## src/rtl/wb_burst_sram_ctrl.sv

```systemverilog
// Wishbone slave: single reads/writes and wrapping 4/8-beat read bursts onto a fixed-latency sync SRAM.
// Read ack at T+RD_LAT+2 then one per cycle; dropping wb_cyc aborts and drains in-flight data.
module wb_burst_sram_ctrl #(
   parameter int ADDR_W     = 24,
   parameter int MEM_ADDR_W = 18,
   parameter int RD_LAT     = 2
) (
   input  logic                  i_clk,
   input  logic                  i_rst,
   input  logic                  wb_cyc,
   input  logic                  wb_stb,
   input  logic                  wb_we,
   input  logic [ADDR_W-1:0]     wb_adr,
   input  logic [15:0]           wb_i_dat,
   input  logic [1:0]            wb_sel,
   input  logic                  wb_4_burst,
   input  logic                  wb_8_burst,
   output logic [15:0]           wb_o_dat,
   output logic                  wb_ack,
   output logic                  wb_err,
   output logic                  mem_cs,
   output logic                  mem_we,
   output logic [MEM_ADDR_W-1:0] mem_addr,
   output logic [1:0]            mem_be,
   output logic [15:0]           mem_wdata,
   input  logic [15:0]           mem_rdata
);
   typedef enum logic [2:0] {IDLE, READ, WRITE, ERR, DRAIN} state_t;

   state_t                state;
   logic [MEM_ADDR_W-1:0] base;
   logic [MEM_ADDR_W-1:0] mask;
   logic [2:0]            off;
   logic [2:0]            issue_left;
   logic [3:0]            ack_left;
   logic [3:0]            inflight;
   logic [RD_LAT-1:0]     pipe;
   logic                  cs_q;
   logic                  ack_q;
   logic                  err_q;
   logic                  issue;
   logic                  ret;
   logic                  out_of_range;
   logic [3:0]            n_beats;
   logic [MEM_ADDR_W-1:0] next_addr;

   assign out_of_range = (wb_adr >> MEM_ADDR_W) != '0;
   assign n_beats      = wb_8_burst ? 4'd8 : (wb_4_burst ? 4'd4 : 4'd1);
   // Low log2(N) address bits count, upper bits hold: wrap inside the aligned block.
   assign next_addr    = (base & ~mask) | ((base + MEM_ADDR_W'(off)) & mask);

   // A dropped wb_cyc suppresses the beat and the ack in that very cycle.
   assign mem_cs = cs_q & (wb_cyc | (state != READ));
   assign wb_ack = ack_q & wb_cyc;
   assign wb_err = err_q & wb_cyc;
   assign issue  = mem_cs & ~mem_we;
   assign ret    = pipe[RD_LAT-1];

   always_ff @(posedge i_clk) begin
      if (!i_rst) begin
         state      <= IDLE;
         base       <= '0;
         mask       <= '0;
         off        <= '0;
         issue_left <= '0;
         ack_left   <= '0;
         inflight   <= '0;
         pipe       <= '0;
         cs_q       <= 1'b0;
         ack_q      <= 1'b0;
         err_q      <= 1'b0;
         mem_we     <= 1'b0;
         mem_addr   <= '0;
         mem_be     <= '0;
         mem_wdata  <= '0;
         wb_o_dat   <= '0;
      end else begin
         pipe     <= (pipe << 1) | RD_LAT'(issue);
         inflight <= inflight + 4'(issue) - 4'(ret);
         case (state)
            IDLE: begin
               cs_q   <= 1'b0;
               ack_q  <= 1'b0;
               err_q  <= 1'b0;
               mem_we <= 1'b0;
               if (wb_cyc && wb_stb) begin
                  if (out_of_range) begin
                     state <= ERR;
                     err_q <= 1'b1;
                  end else if (wb_we) begin
                     state     <= WRITE;
                     cs_q      <= 1'b1;
                     mem_we    <= 1'b1;
                     mem_addr  <= wb_adr[MEM_ADDR_W-1:0];
                     mem_be    <= wb_sel;
                     mem_wdata <= wb_i_dat;
                  end else begin
                     state      <= READ;
                     cs_q       <= 1'b1;
                     mem_addr   <= wb_adr[MEM_ADDR_W-1:0];
                     mem_be     <= 2'b11;
                     base       <= wb_adr[MEM_ADDR_W-1:0];
                     mask       <= MEM_ADDR_W'(n_beats - 4'd1);
                     off        <= 3'd1;
                     issue_left <= 3'(n_beats - 4'd1);
                     ack_left   <= n_beats;
                  end
               end
            end
            WRITE: begin
               cs_q   <= 1'b0;
               mem_we <= 1'b0;
               if (!ack_q) begin
                  ack_q <= 1'b1;
               end else begin
                  ack_q <= 1'b0;
                  state <= IDLE;
               end
            end
            READ: begin
               if (!wb_cyc) begin
                  cs_q  <= 1'b0;
                  ack_q <= 1'b0;
                  state <= DRAIN;
               end else if (ack_q && ack_left == 4'd0) begin
                  cs_q  <= 1'b0;
                  ack_q <= 1'b0;
                  state <= IDLE;
               end else begin
                  if (issue_left != 3'd0) begin
                     cs_q       <= 1'b1;
                     mem_addr   <= next_addr;
                     off        <= off + 3'd1;
                     issue_left <= issue_left - 3'd1;
                  end else begin
                     cs_q <= 1'b0;
                  end
                  ack_q <= ret;
                  if (ret) begin
                     wb_o_dat <= mem_rdata;
                     ack_left <= ack_left - 4'd1;
                  end
               end
            end
            ERR: begin
               err_q <= 1'b0;
               state <= IDLE;
            end
            DRAIN: begin
               cs_q  <= 1'b0;
               ack_q <= 1'b0;
               if (inflight == 4'd0) state <= IDLE;
            end
            default: state <= IDLE;
         endcase
      end
   end
endmodule

```

## config.mk

```make
export PLATFORM = sky130hd
export DESIGN_NAME = wb_burst_sram_ctrl
export DESIGN_NICKNAME = d
export VERILOG_FILES = /design/src/rtl/wb_burst_sram_ctrl.sv
export SDC_FILE = /design/constraint.sdc
export NUM_CORES = 1
export LEC_CHECK = 0
export CORE_ASPECT_RATIO = 1.2
export CORE_UTILIZATION = 41
export CTS_BUF_LIST = sky130_fd_sc_hd__clkbuf_8
export CTS_CLUSTER_DIAMETER = 30
export DETAILED_ROUTE_END_ITERATION = 10
export PLACE_DENSITY = 0.68
export SLEW_MARGIN = 5
export SYNTH_ARGS = -nofsm -noshare
export SYNTH_HDL_FRONTEND = slang
export SYNTH_SLANG_ARGS = --single-unit
export TNS_END_PERCENT = 10
```

## constraint.sdc

```tcl
create_clock -name i_clk -period 2.8 [get_ports i_clk]
set_input_delay 0.56 -clock i_clk [delete_from_list [all_inputs] [get_ports i_clk]]
set_output_delay 0.56 -clock i_clk [all_outputs]
set_load 0.01 [all_outputs]
```

==> results.ini <==
[final_layout]
mostFrequentLayoutCells=120 x clkdlybuf4s50_1, 97 x dfxtp_1, 94 x nand2_1
n_antenna_cell=0
mostFrequentLayoutCell=clkdlybuf4s50_1
fin_area_um2=6007
drive_above_1_share_pct=6.646
area_growth_pct=36.28
fin_nets=722

[floorplanning]
initial_core_util_pct=42.12
dieHeight_um=115.6
pin_count=121
die_area_um2=11170
rows=41
core_um2=10470
chipWidth_um=96.66

[synth]
synthArstFlopShare_pct=0
yosys-top-cells-area=dfxtp_1 44%, nand2_1 8.0%, a21oi_1 6.1%
yosys.area.top_type=dfxtp_1
syn_area_um2=4408
yosysSeqAreaShare_pct=44.05
ys_types=50
yosysWarningCount=0
synth_cells=526
synth_seq_cells=97
synth.avg_cell_area_um2=8.380
ys.flop_type=dfxtp_1
synth_edf_count=0
syn_nets=606
synth_top_area_share_pct=44.05

[routing]
dr_wl_met2_mm=5.447
ant_nets=0
wirelength_mm=11.24
via_per_inst=5.281
drt_iter0_drc=166
wire_per_inst_um=14.49
firstDrtPassIters=4
met3_length_um=715
maxUsedRoutingLayer=met4
vias=4098
drc=0
met1_length_mm=4.760

[timing]
period_share_pct=91.54
finalMaxSlewViolations=0
finalCriticalPeriod_ns=2.563
worst_slew_margin_rel_pct=63.51
timing.fmax_ghz=0.3902
rsz0062_at_grt=false
setup_viol=0
finalWorstSetupSlack_ns=0.2369
setup-tns-final_ns=0
finClkSkew_ns=0.009325
hold_viol=0
tightest_slew_ns=0.5459

[place]
post_dp_cell_area_um2=5801
portBuffers=120
dpl_worst_slack_ns=0.1136
dp_hpwl_mm=8.067
place_congestion=0.8636

[power]
peakVddDrop_uv=287.1
pwr_density_cell_nw_per_um2=464.1
p_leak_nw=2.253

[critical_path]
worstSetupPathType=reg2out
cp_max_fo=2
critPathArrivalTime_ns=2.00
start_kind=register
worstSetupEndpointType=primary output
reg2reg_slack_ns=0.50
required_ns=2.24

[worst_hold_path]
hold_path.class=reg2reg

[grt]
grt_pass1_wl_mm=18.53
grt_max_degree=54
grt_pass1_vias=3953
antenna_found_initial=0
grt-ovfl-total=0
grt_use_total_pct=20.31

[clock_network]
clockBufferDepth=2
cts_max_level=3
cts_tree=yes
cts.hold.buffers_added=0
cts_buffers=9
clk-insertion-delay-late_ns=0.36
ctsResizeCount=0
cts.sinks=97
cts_setup_buffers=0
root_buffer=clkbuf_8
clkTransAtPathRegs_ns=0.09

[run_status]
status=finished, final reports clean

[flow_run]
cap_violations=0

[worst paths after layout]
check	cells past startpoint	to	startpoint
max reg2reg	8	inflight[1]$_SDFF_PN0_	state[0]$_SDFFE_PN0P_
max	4	mem_cs	state[0]$_SDFFE_PN0P_
min reg2reg	1	pipe[1]$_SDFF_PN0_	pipe[0]$_SDFF_PN0_
min	1	pipe[1]$_SDFF_PN0_	pipe[0]$_SDFF_PN0_
[routing by layer]
metal / track usage (%) / vias up
met4: 10.65 / 0
met5: 0 / -
met2: 35.21 / 140
li1: - / 2049
met3: 4.885 / 28
met1: 23.44 / 1881
[state kept, by name (all words and copies together), names as in the netlist, 2 cells and up]
signal,count
ack_left,4
base,18
inflight,4
issue_left,3
mask,4
mem_addr,18
mem_be,2
mem_wdata,16
off,3
pipe,2
state,3
wb_o_dat,16
[cell usage after synthesis, types with 2 or more instances]
library cell  count
o21a_1            3
and2_1            7
or2_2             2
nand4_1           6
clkbuf_1         19
nor4_1            2
and4_1            4
buf_1             3
and3_1            2
buf_4             3
a21o_1            2
dfxtp_1          97
a211o_1           2
a21oi_1          54
o22ai_1           3
xnor2_1           7
nor3_1            4
nand2_1          94
buf_2             9
o31ai_1           7
nand3_1          31
ha_1             13
o21ai_0          11
nor2_1           50
mux2i_1          21
a311oi_1          2
nand2b_1          2
a31oi_1           3
inv_1            14
or3_1             3
o221ai_1          7
xor2_1           12
fa_1              2
o211ai_1          3
a211oi_1          7
[area by class of cell]
class | count | area, µm²
clock inverter | 5 | 55.05
clock buffer | 11 | 151.4
inverter | 14 | 52.55
tap | 129 | 161.4
sequential | 97 | 1942
multi-input combinational | 381 | 2263
timing repair buffer | 139 | 1381
fill | 979 | 4458
[report_power, final]
group          total (mW)  switching (mW)  internal [mW]
clock               0.951           0.492          0.459
sequential           1.40         0.00908           1.39
combinational       0.433           0.228          0.205
[cells by family after synthesis]
group,count (synthesis),synth area share [%]
and+or+nand+nor,215,22.51
xor gates and xnor gates,19,3.775
adders and majority gates,16,4.826
DFF,97,44.05
AOI/OAI and AO/OA,110,15.47
muxes,21,4.769
buffers and inverters,48,4.598
[critical path, cell delays in order, from the launching register on]
cell             delay [ns]
dfxtp_1                0.34
or3b_2                 0.46
o21ai_0                0.23
inv_1                  0.11
clkdlybuf4s50_1        0.50
[metrics by stage]
stage               std cells  power, mW  hold slack (ns)  utilization (%)
CTS                       776      2.813           0.4570            57.40
finish                    776      2.788           0.4554            57.40
global route              776      2.904           0.4811            57.40
detailed placement        760      1.866           0.4283            55.43
global placement          760      1.860           0.4182            55.43
floorplan                 526      1.680           0.4119                -
Power figures use the tool's default switching activity.
